File: config.mk
export PLATFORM = sky130hd
export DESIGN_NAME = ps2_rx_controller
export DESIGN_NICKNAME = d
export VERILOG_FILES = /design/src/rtl/ps2_rx_controller.sv
export SDC_FILE = /design/constraint.sdc
export NUM_CORES = 1
export LEC_CHECK = 0
export BUFFER_PORTS_ARGS = -buffer_cell sky130_fd_sc_hd__clkbuf_2
export CAP_MARGIN = 30
export CORE_MARGIN = 5
export CORE_UTILIZATION = 50
export DETAILED_ROUTE_END_ITERATION = 10
export PLACE_DENSITY_LB_ADDON = 0.05
export RECOVER_POWER = 50
export SYNTH_ARGS = -nofsm -noshare
export SYNTH_HDL_FRONTEND = slang
export SYNTH_SLANG_ARGS = --single-unit
File: constraint.sdc
create_clock -name clk -period 2.15 [get_ports clk]
set_clock_uncertainty 0.2 [all_clocks]
set_input_delay 0 -clock clk [delete_from_list [all_inputs] [get_ports clk]]
set_output_delay 0 -clock clk [all_outputs]
set_load 0.05 [all_outputs]
File: src/rtl/ps2_rx_controller.sv
// PS/2 device-to-host receiver: synchronizes the pins, detects ps2_clk falls,
// and deserializes 11-bit frames (start, 8 data LSB-first, odd parity, stop).
module ps2_rx_controller #(
  parameter int unsigned SYNC_STAGES    = 2,
  parameter int unsigned TIMEOUT_CYCLES = 50000
) (
  input  logic       clk,
  input  logic       rst,
  input  logic       ps2_clk,
  input  logic       ps2_data,
  output logic [7:0] data,
  output logic       valid,
  output logic       err
);

  localparam int unsigned TW = (TIMEOUT_CYCLES > 1) ? $clog2(TIMEOUT_CYCLES + 1) : 1;

  typedef enum logic [1:0] {StIdle, StData, StParity, StStop} state_e;

  logic [SYNC_STAGES-1:0] clk_sync_q, data_sync_q;
  logic                   clk_prev_q;
  logic                   clk_s, data_s, fall;

  state_e            state_q, state_d;
  logic [2:0]        count_q, count_d;
  logic [7:0]        shift_q, shift_d;
  logic              parity_chk_q, parity_chk_d;
  logic              parity_bit_q, parity_bit_d;
  logic [TW-1:0]     tmo_q, tmo_d;
  logic              tmo_hit;
  logic [7:0]        data_q, data_d;
  logic              err_q, err_d;
  logic              valid_q, valid_d;
  logic              parity_chk;

  assign clk_s      = clk_sync_q[SYNC_STAGES-1];
  assign data_s     = data_sync_q[SYNC_STAGES-1];
  assign fall       = clk_prev_q & ~clk_s;
  assign parity_chk = parity_chk_q;
  assign tmo_hit    = (TIMEOUT_CYCLES != 0) && (tmo_q == TW'(TIMEOUT_CYCLES));

  // Pin synchronizers, preset to the idle-high level so reset never looks like a fall.
  always_ff @(posedge clk) begin
    if (rst) begin
      clk_sync_q  <= '1;
      data_sync_q <= '1;
      clk_prev_q  <= 1'b1;
    end else begin
      clk_sync_q  <= {clk_sync_q[SYNC_STAGES-2:0], ps2_clk};
      data_sync_q <= {data_sync_q[SYNC_STAGES-2:0], ps2_data};
      clk_prev_q  <= clk_s;
    end
  end

  // Frame state and output registers.
  always_ff @(posedge clk) begin
    if (rst) begin
      state_q      <= StIdle;
      count_q      <= '0;
      shift_q      <= '0;
      parity_chk_q <= 1'b0;
      parity_bit_q <= 1'b0;
      tmo_q        <= '0;
      data_q       <= '0;
      err_q        <= 1'b0;
      valid_q      <= 1'b0;
    end else begin
      state_q      <= state_d;
      count_q      <= count_d;
      shift_q      <= shift_d;
      parity_chk_q <= parity_chk_d;
      parity_bit_q <= parity_bit_d;
      tmo_q        <= tmo_d;
      data_q       <= data_d;
      err_q        <= err_d;
      valid_q      <= valid_d;
    end
  end

  // Next-state: advance one frame bit per detected fall; abort a stalled frame.
  always_comb begin
    state_d      = state_q;
    count_d      = count_q;
    shift_d      = shift_q;
    parity_chk_d = parity_chk_q;
    parity_bit_d = parity_bit_q;
    data_d       = data_q;
    err_d        = err_q;
    valid_d      = 1'b0;

    if (state_q == StIdle || fall) begin
      tmo_d = '0;
    end else begin
      tmo_d = tmo_q + TW'(1);
    end

    case (state_q)
      StIdle: begin
        if (fall && !data_s) begin
          state_d      = StData;
          count_d      = '0;
          shift_d      = '0;
          parity_chk_d = 1'b0;
        end
      end
      StData: begin
        if (fall) begin
          shift_d[count_q] = data_s;
          parity_chk_d     = parity_chk_q ^ data_s;
          if (count_q == 3'd7) begin
            state_d = StParity;
          end else begin
            count_d = count_q + 3'd1;
          end
        end
      end
      StParity: begin
        if (fall) begin
          parity_bit_d = data_s;
          state_d      = StStop;
        end
      end
      StStop: begin
        if (fall) begin
          state_d = StIdle;
          valid_d = 1'b1;
          data_d  = shift_q;
          // Odd parity fails when the parity bit equals the data XOR.
          err_d   = (parity_bit_q == parity_chk_q) | ~data_s;
        end
      end
      default: state_d = StIdle;
    endcase

    // Silent abort: no strobe, held outputs untouched.
    if (state_q != StIdle && !fall && tmo_hit) begin
      state_d = StIdle;
    end
  end

  assign data  = data_q;
  assign err   = err_q;
  assign valid = valid_q;

endmodule

Word level (Yosys, flattened, before mapping)
Cells that the tools add are included.
{"block": "totals", "register_bits": 46, "in_bits": 4}
{"block": "classes", "bitwise_logic": 6, "add_sub_neg": 2, "n_eq_ne": 12, "order_cmp": 2, "muxes": 20, "reduce_logical": 18}
{"operator": "16-bit by 1-bit adder with 16-bit output (second input constant)", "n": 1}
{"operator": "16-bit == test (second input constant)", "n": 1}
{"operator": "8-bit two-way mux", "n": 2}
{"operator": "8-bit one-hot mux with 2 select lines", "n": 1}
{"operator": "2-bit two-way mux", "n": 5}
{"operator": "2-bit inequality test (second input constant)", "n": 5}
{"operator": "3-bit two-way mux", "n": 3}
{"operator": "8-bit bitwise mux", "n": 1}
{"operator": "2-bit one-hot mux with 4 select lines", "n": 1}
{"operator": "3-bit one-hot mux with 2 select lines", "n": 1}
{"operator": "2-bit OR reduction", "n": 3}
{"operator": "5-bit AND reduction", "n": 1}
{"operator": "2-bit == test (second input constant)", "n": 2}
{"operator": "1-bit logical AND", "n": 4}
{"operator": "3-bit by 4-bit < comparator with 1-bit output (second input constant)", "n": 1}
{"operator": "1-bit two-way mux", "n": 4}
{"operator": "2-bit AND reduction", "n": 2}
{"operator": "4-bit AND reduction", "n": 1}
{"operator": "2-bit nonzero test", "n": 2}
{"operator": "3-bit by 1-bit adder with 3-bit output (second input constant)", "n": 1}
{"operator": "1-bit demux with 3-bit select", "n": 1}
{"operator": "3-bit == test (second input constant)", "n": 1}
{"operator": "3-bit by 1-bit greater-or-equal comparator with 1-bit output (second input constant)", "n": 1}
{"operator": "1-bit NOT", "n": 3}
{"operator": "11 further kinds", "n": 12}

Logic depth before layout (Yosys ltp)
{"block": "depth", "depth_word": 7, "ltp_mapped": 7, "depth_no_buf": 6}

Least setup slack after synthesis
No wires, ideal clock.
{"block": "synth_timing", "kind": "reg2reg", "startpoint": "register state_q[0]", "endpoint": "register tmo_q[10]", "t_arrival_ps": 1567, "path_slack_ps": 318, "required_ps": 1885, "setup_ps": 65, "path_stages_with_launch": 8, "path_cell_list": "dfxtp_1 > inv_1 > ha_1 > clkbuf_1 > or3_1 > clkbuf_1 > clkbuf_1 > nor2_1"}
{"block": "synth_between", "elab_chain_cells": 3}
{"item": "start, declared", "line_no": "24", "rtl": "state_e state_q, state_d;"}
{"item": "start signal, assigned", "line_no": "58", "rtl": "state_q <= StIdle;"}
{"item": "start signal, assigned", "line_no": "68", "rtl": "state_q <= state_d;"}
{"item": "2-bit zero test", "line_no": "91", "rtl": "if (state_q == StIdle || fall) begin"}
{"item": "1-bit logical OR", "line_no": "91"}
{"item": "2-bit OR reduction (no source line)"}
{"item": "end signal, assigned", "line_no": "73", "rtl": "tmo_q <= tmo_d;"}
{"item": "end, declared", "line_no": "29", "rtl": "logic [TW-1:0] tmo_q, tmo_d;"}
Every way passes these cells.
A chain may end at the register's enable or synchronous reset.

Worst setup path in the final report
{"block": "layout_timing", "startpoint": "register state_q[0]", "endpoint": "register shift_q[5]"}
{"block": "layout_between", "elab_chain_cells": 3, "word_cells_on_any_way": 7, "classes_between": "eq/ne (3); mux (1); reduce/logical (3)"}
{"item": "2-bit by 1-bit == test with 1-bit output / 2-bit zero test (equally long branches)", "line_no": "97", "rtl": "case (state_q)"}
{"item": "2-bit inequality test (no source line) (tied with other cells)"}
{"item": "3-bit AND reduction (no source line)"}
{"item": "end signal, assigned", "line_no": "70", "rtl": "shift_q <= shift_d;"}
{"item": "end, declared", "line_no": "26", "rtl": "logic [7:0] shift_q, shift_d;"}
Parallel ways exist; a longest one is shown, timed or not.

==> impl_metrics.env <==
export IMPL_seq_area_frac_synth=0.451
export IMPL_fin_cells=307
export IMPL_clock_insertion_delay_worst_skew_ps=300
export IMPL_syn_nets=254
export IMPL_setup_tns_ps=0
export IMPL_yosys_warnings=0
export IMPL_avgSynthCellArea_um2=8.47
export IMPL_p_seq_frac=0.510
export IMPL_post_dp_hpwl_mm=2.72
export IMPL_pre_cts_ws_ps=167
export IMPL_num_io_pins=14
export IMPL_layout_drive_gt1_share=0.0739
export IMPL_n_antenna_cell=0
export IMPL_drtPass1Iterations=4
export IMPL_status="completed"
export IMPL_fp_dieW_um=73.9
export IMPL_slew_viol_final=0
export IMPL_grt_use_total=0.163
export IMPL_synthArstFlopShare=0
export IMPL_critPathKind="reg2reg"
export IMPL_peakVddDrop_uv=444
export IMPL_p_switching_mw=0.415
export IMPL_pwr_share_comb=0.117
export IMPL_cp_start_kind="flip-flop"
export IMPL_fin_ws_ps=236
export IMPL_critPathMaxFanout=8
export IMPL_synth_area_um2=2040
export IMPL_layout_worst_path_cycle_share=0.890
export IMPL_synth_area_leaders="dfxtp_1 45%, a21oi_1 8.1%, nand2_1 5.7%"
export IMPL_setup_viol=0
export IMPL_root_buffer="clkbuf_8"
export IMPL_cts_tree="yes"
export IMPL_num_vias=1605
export IMPL_arrival_ps=1870
export IMPL_syn_inst=241
export IMPL_grt_pass1_wl_mm=6.88
export IMPL_cp_required_ps=2110
export IMPL_grt_antenna_before_repair=0
export IMPL_htree_levels=2
export IMPL_area_growth_pct=11.2
export IMPL_via_per_inst=5.23
export IMPL_powerDensity_nw_per_um2=761
export IMPL_p_int_mw=1.31
export IMPL_yosysTopAreaCell="dfxtp_1"
export IMPL_hold_viol_final=0
export IMPL_fillers=373
export IMPL_dieArea_um2=5460
export IMPL_gp_congestion=0.787
export IMPL_finalPower_mw=1.73
export IMPL_rrSetupSlack_ps=240
export IMPL_grt_pass1_vias=1504
export IMPL_p_clk_frac=0.373
export IMPL_cp_startpoint="state_q[0]"
export IMPL_port_buffers=13
export IMPL_overflow=0
export IMPL_numCtsBuffers=5
export IMPL_worst_setup_path_end_kind="flip-flop"
export IMPL_worstHoldPathType="reg2reg"
export IMPL_final_nets=270
export IMPL_period_needed_ps=1910
export IMPL_crit_end="shift_q[5]"
export IMPL_relSlewSlack=0.599
export IMPL_fp_coreArea_um2=3970
export IMPL_path_clk_slew_ps=80
export IMPL_wire_per_inst_um=12.8
export IMPL_reg2regPathDepth=7
export IMPL_clk_path_buf_depth=2
export IMPL_p_leak_nw=0.809
export IMPL_hold_slack_ps=214
export IMPL_antenna_left=0
export IMPL_grt_max_degree=31
export IMPL_cts_sinks=46
export IMPL_rsz0062_at_grt="false"
export IMPL_drv_cap=0
export IMPL_cts_setup_buffers=0
export IMPL_synth_top_cell_area_share=0.451
export IMPL_num_rows=23
export IMPL_drc=0
export IMPL_max_freq_mhz=522
export IMPL_drt_iter0_drc=80
export IMPL_ys_seq_elements=46
export IMPL_worstMarginPinSlew_ps=604
export IMPL_dpl_cell_count=297
export IMPL_r2r_end="shift_q[5]"
export IMPL_switching_share=0.241
export IMPL_dieHeight_um=73.9
export IMPL_synth_edf_count=0
export IMPL_timing_rr_start="state_q[0]"
export IMPL_synth_cell_types=36
export IMPL_synth_ff_type="dfxtp_1"
export IMPL_wl_mm=3.92
export IMPL_start_util=0.514
==> registers in the layout, indices dropped and copies added, names as in the netlist <==
register / count
clk_prev_q: 1
valid: 1
shift_q: 8
parity_bit_q: 1
count_q: 3
tmo_q: 16
parity_chk: 1
clk_sync_q: 2
data_sync_q: 2
data: 8
state_q: 2
err: 1
==> how the worst min path moves through the flow <==
stage | start | end | slack, ps | cells past startpoint
floorplan | ps2_clk | clk_sync_q[0] | -100 | 1
CTS | clk_sync_q[0] | clk_sync_q[1] | 220 | 1
finish | clk_sync_q[0] | clk_sync_q[1] | 210 | 1
global placement | ps2_data | data_sync_q[0] | -10 | 2
detailed placement | ps2_clk | clk_sync_q[0] | -10 | 2
global route | clk_sync_q[0] | clk_sync_q[1] | 240 | 1
==> power groups by stage <==
stage	combinational (mW)	clock, mW	sequential [mW]
3_3_place_gp	0.200	0	0.900
6_report	0.202	0.643	0.881
5_1_grt	0.235	0.698	0.884
2_1_floorplan	0.158	0	0.897
4_1_cts	0.205	0.663	0.881
3_5_place_dp	0.199	0	0.901
==> what timing repair did <==
| action | CTS | global route |
|---|---|---|
| gates resized for setup | 0 | 1 |
| setup endpoints to repair | 0 | 4 |
| hold endpoints to repair | 22 | 0 |
| hold buffers | 3 | 0 |
==> per-stage QoR <==
| stage | instance area, µm² | util |
|---|---|---|
| 5_1_grt | 2270 | 0.572 |
| 6_report | 2270 | 0.572 |
| 3_3_place_gp | 2140 | 0.540 |
| 3_5_place_dp | 2140 | 0.540 |
| 4_1_cts | 2290 | 0.576 |
| 2_1_floorplan | 2040 | - |
==> synth_stat cells (5+ instances only) <==
| cell type | number |
|---|---|
| or2_2 | 5 |
| ha_1 | 9 |
| or3_1 | 5 |
| o21ai_0 | 13 |
| nand2_1 | 31 |
| a21oi_1 | 33 |
| nand4_1 | 5 |
| xor2_1 | 9 |
| inv_1 | 6 |
| clkbuf_1 | 7 |
| nand3_1 | 10 |
| nor2b_1 | 5 |
| dfxtp_1 | 46 |
| nor2_1 | 20 |
| and2_1 | 5 |
==> critical path: stages (launching register included) <==
cell     delay, ps
dfxtp_1        390
inv_1          100
ha_1           300
nor2b_2        260
o21ai_1        100
buf_4          190
o21ai_0        160
a21oi_1         80
==> logic make-up (layout without fill, tap and decap cells) <==
kind of cell    after synthesis  after routing  share of synthesized area
fa+ha+maj                     9              9                     0.0551
buf+inv                      17             33                     0.0362
simple gates                101            101                      0.256
compound gates               56             56                      0.150
mux                           1              1                    0.00490
xor+xnor                     11             11                     0.0472
flops                        46             46                      0.451
==> cell type report <==
class | count | area [µm²] | area share
multi-input combinational | 178 | 1050 | 0.463
sequential | 46 | 921 | 0.406
timing repair buffer | 19 | 97.6 | 0.0430
clock buffer | 6 | 82.6 | 0.0364
tap | 50 | 62.6 | 0.0276
clock inverter | 1 | 30.0 | 0.0132
inverter | 7 | 26.3 | 0.0116
==> per-layer routing <==
| layer | track usage | vias up | wire, µm |
|---|---|---|---|
| met3 | 0.0328 | 5 | 97 |
| met2 | 0.250 | 17 | 1750 |
| met5 | 0 | - | 0 |
| li1 | - | 862 | - |
| met1 | 0.217 | 721 | 2010 |
| met4 | 0.0845 | 0 | 63 |
==> cells in the final DEF, fill, tap and decap left out, types with 5 or more instances in the layout <==
| master | instances |
|---|---|
| nand2_1 | 31 |
| nand3_1 | 10 |
| or2_2 | 5 |
| xor2_1 | 9 |
| o21ai_0 | 13 |
| ha_1 | 9 |
| nand4_1 | 5 |
| clkbuf_1 | 12 |
| a21oi_1 | 33 |
| nor2_1 | 20 |
| inv_1 | 6 |
| clkbuf_8 | 6 |
| dfxtp_1 | 46 |
| or3_1 | 5 |
Power figures use the tool's default switching activity.
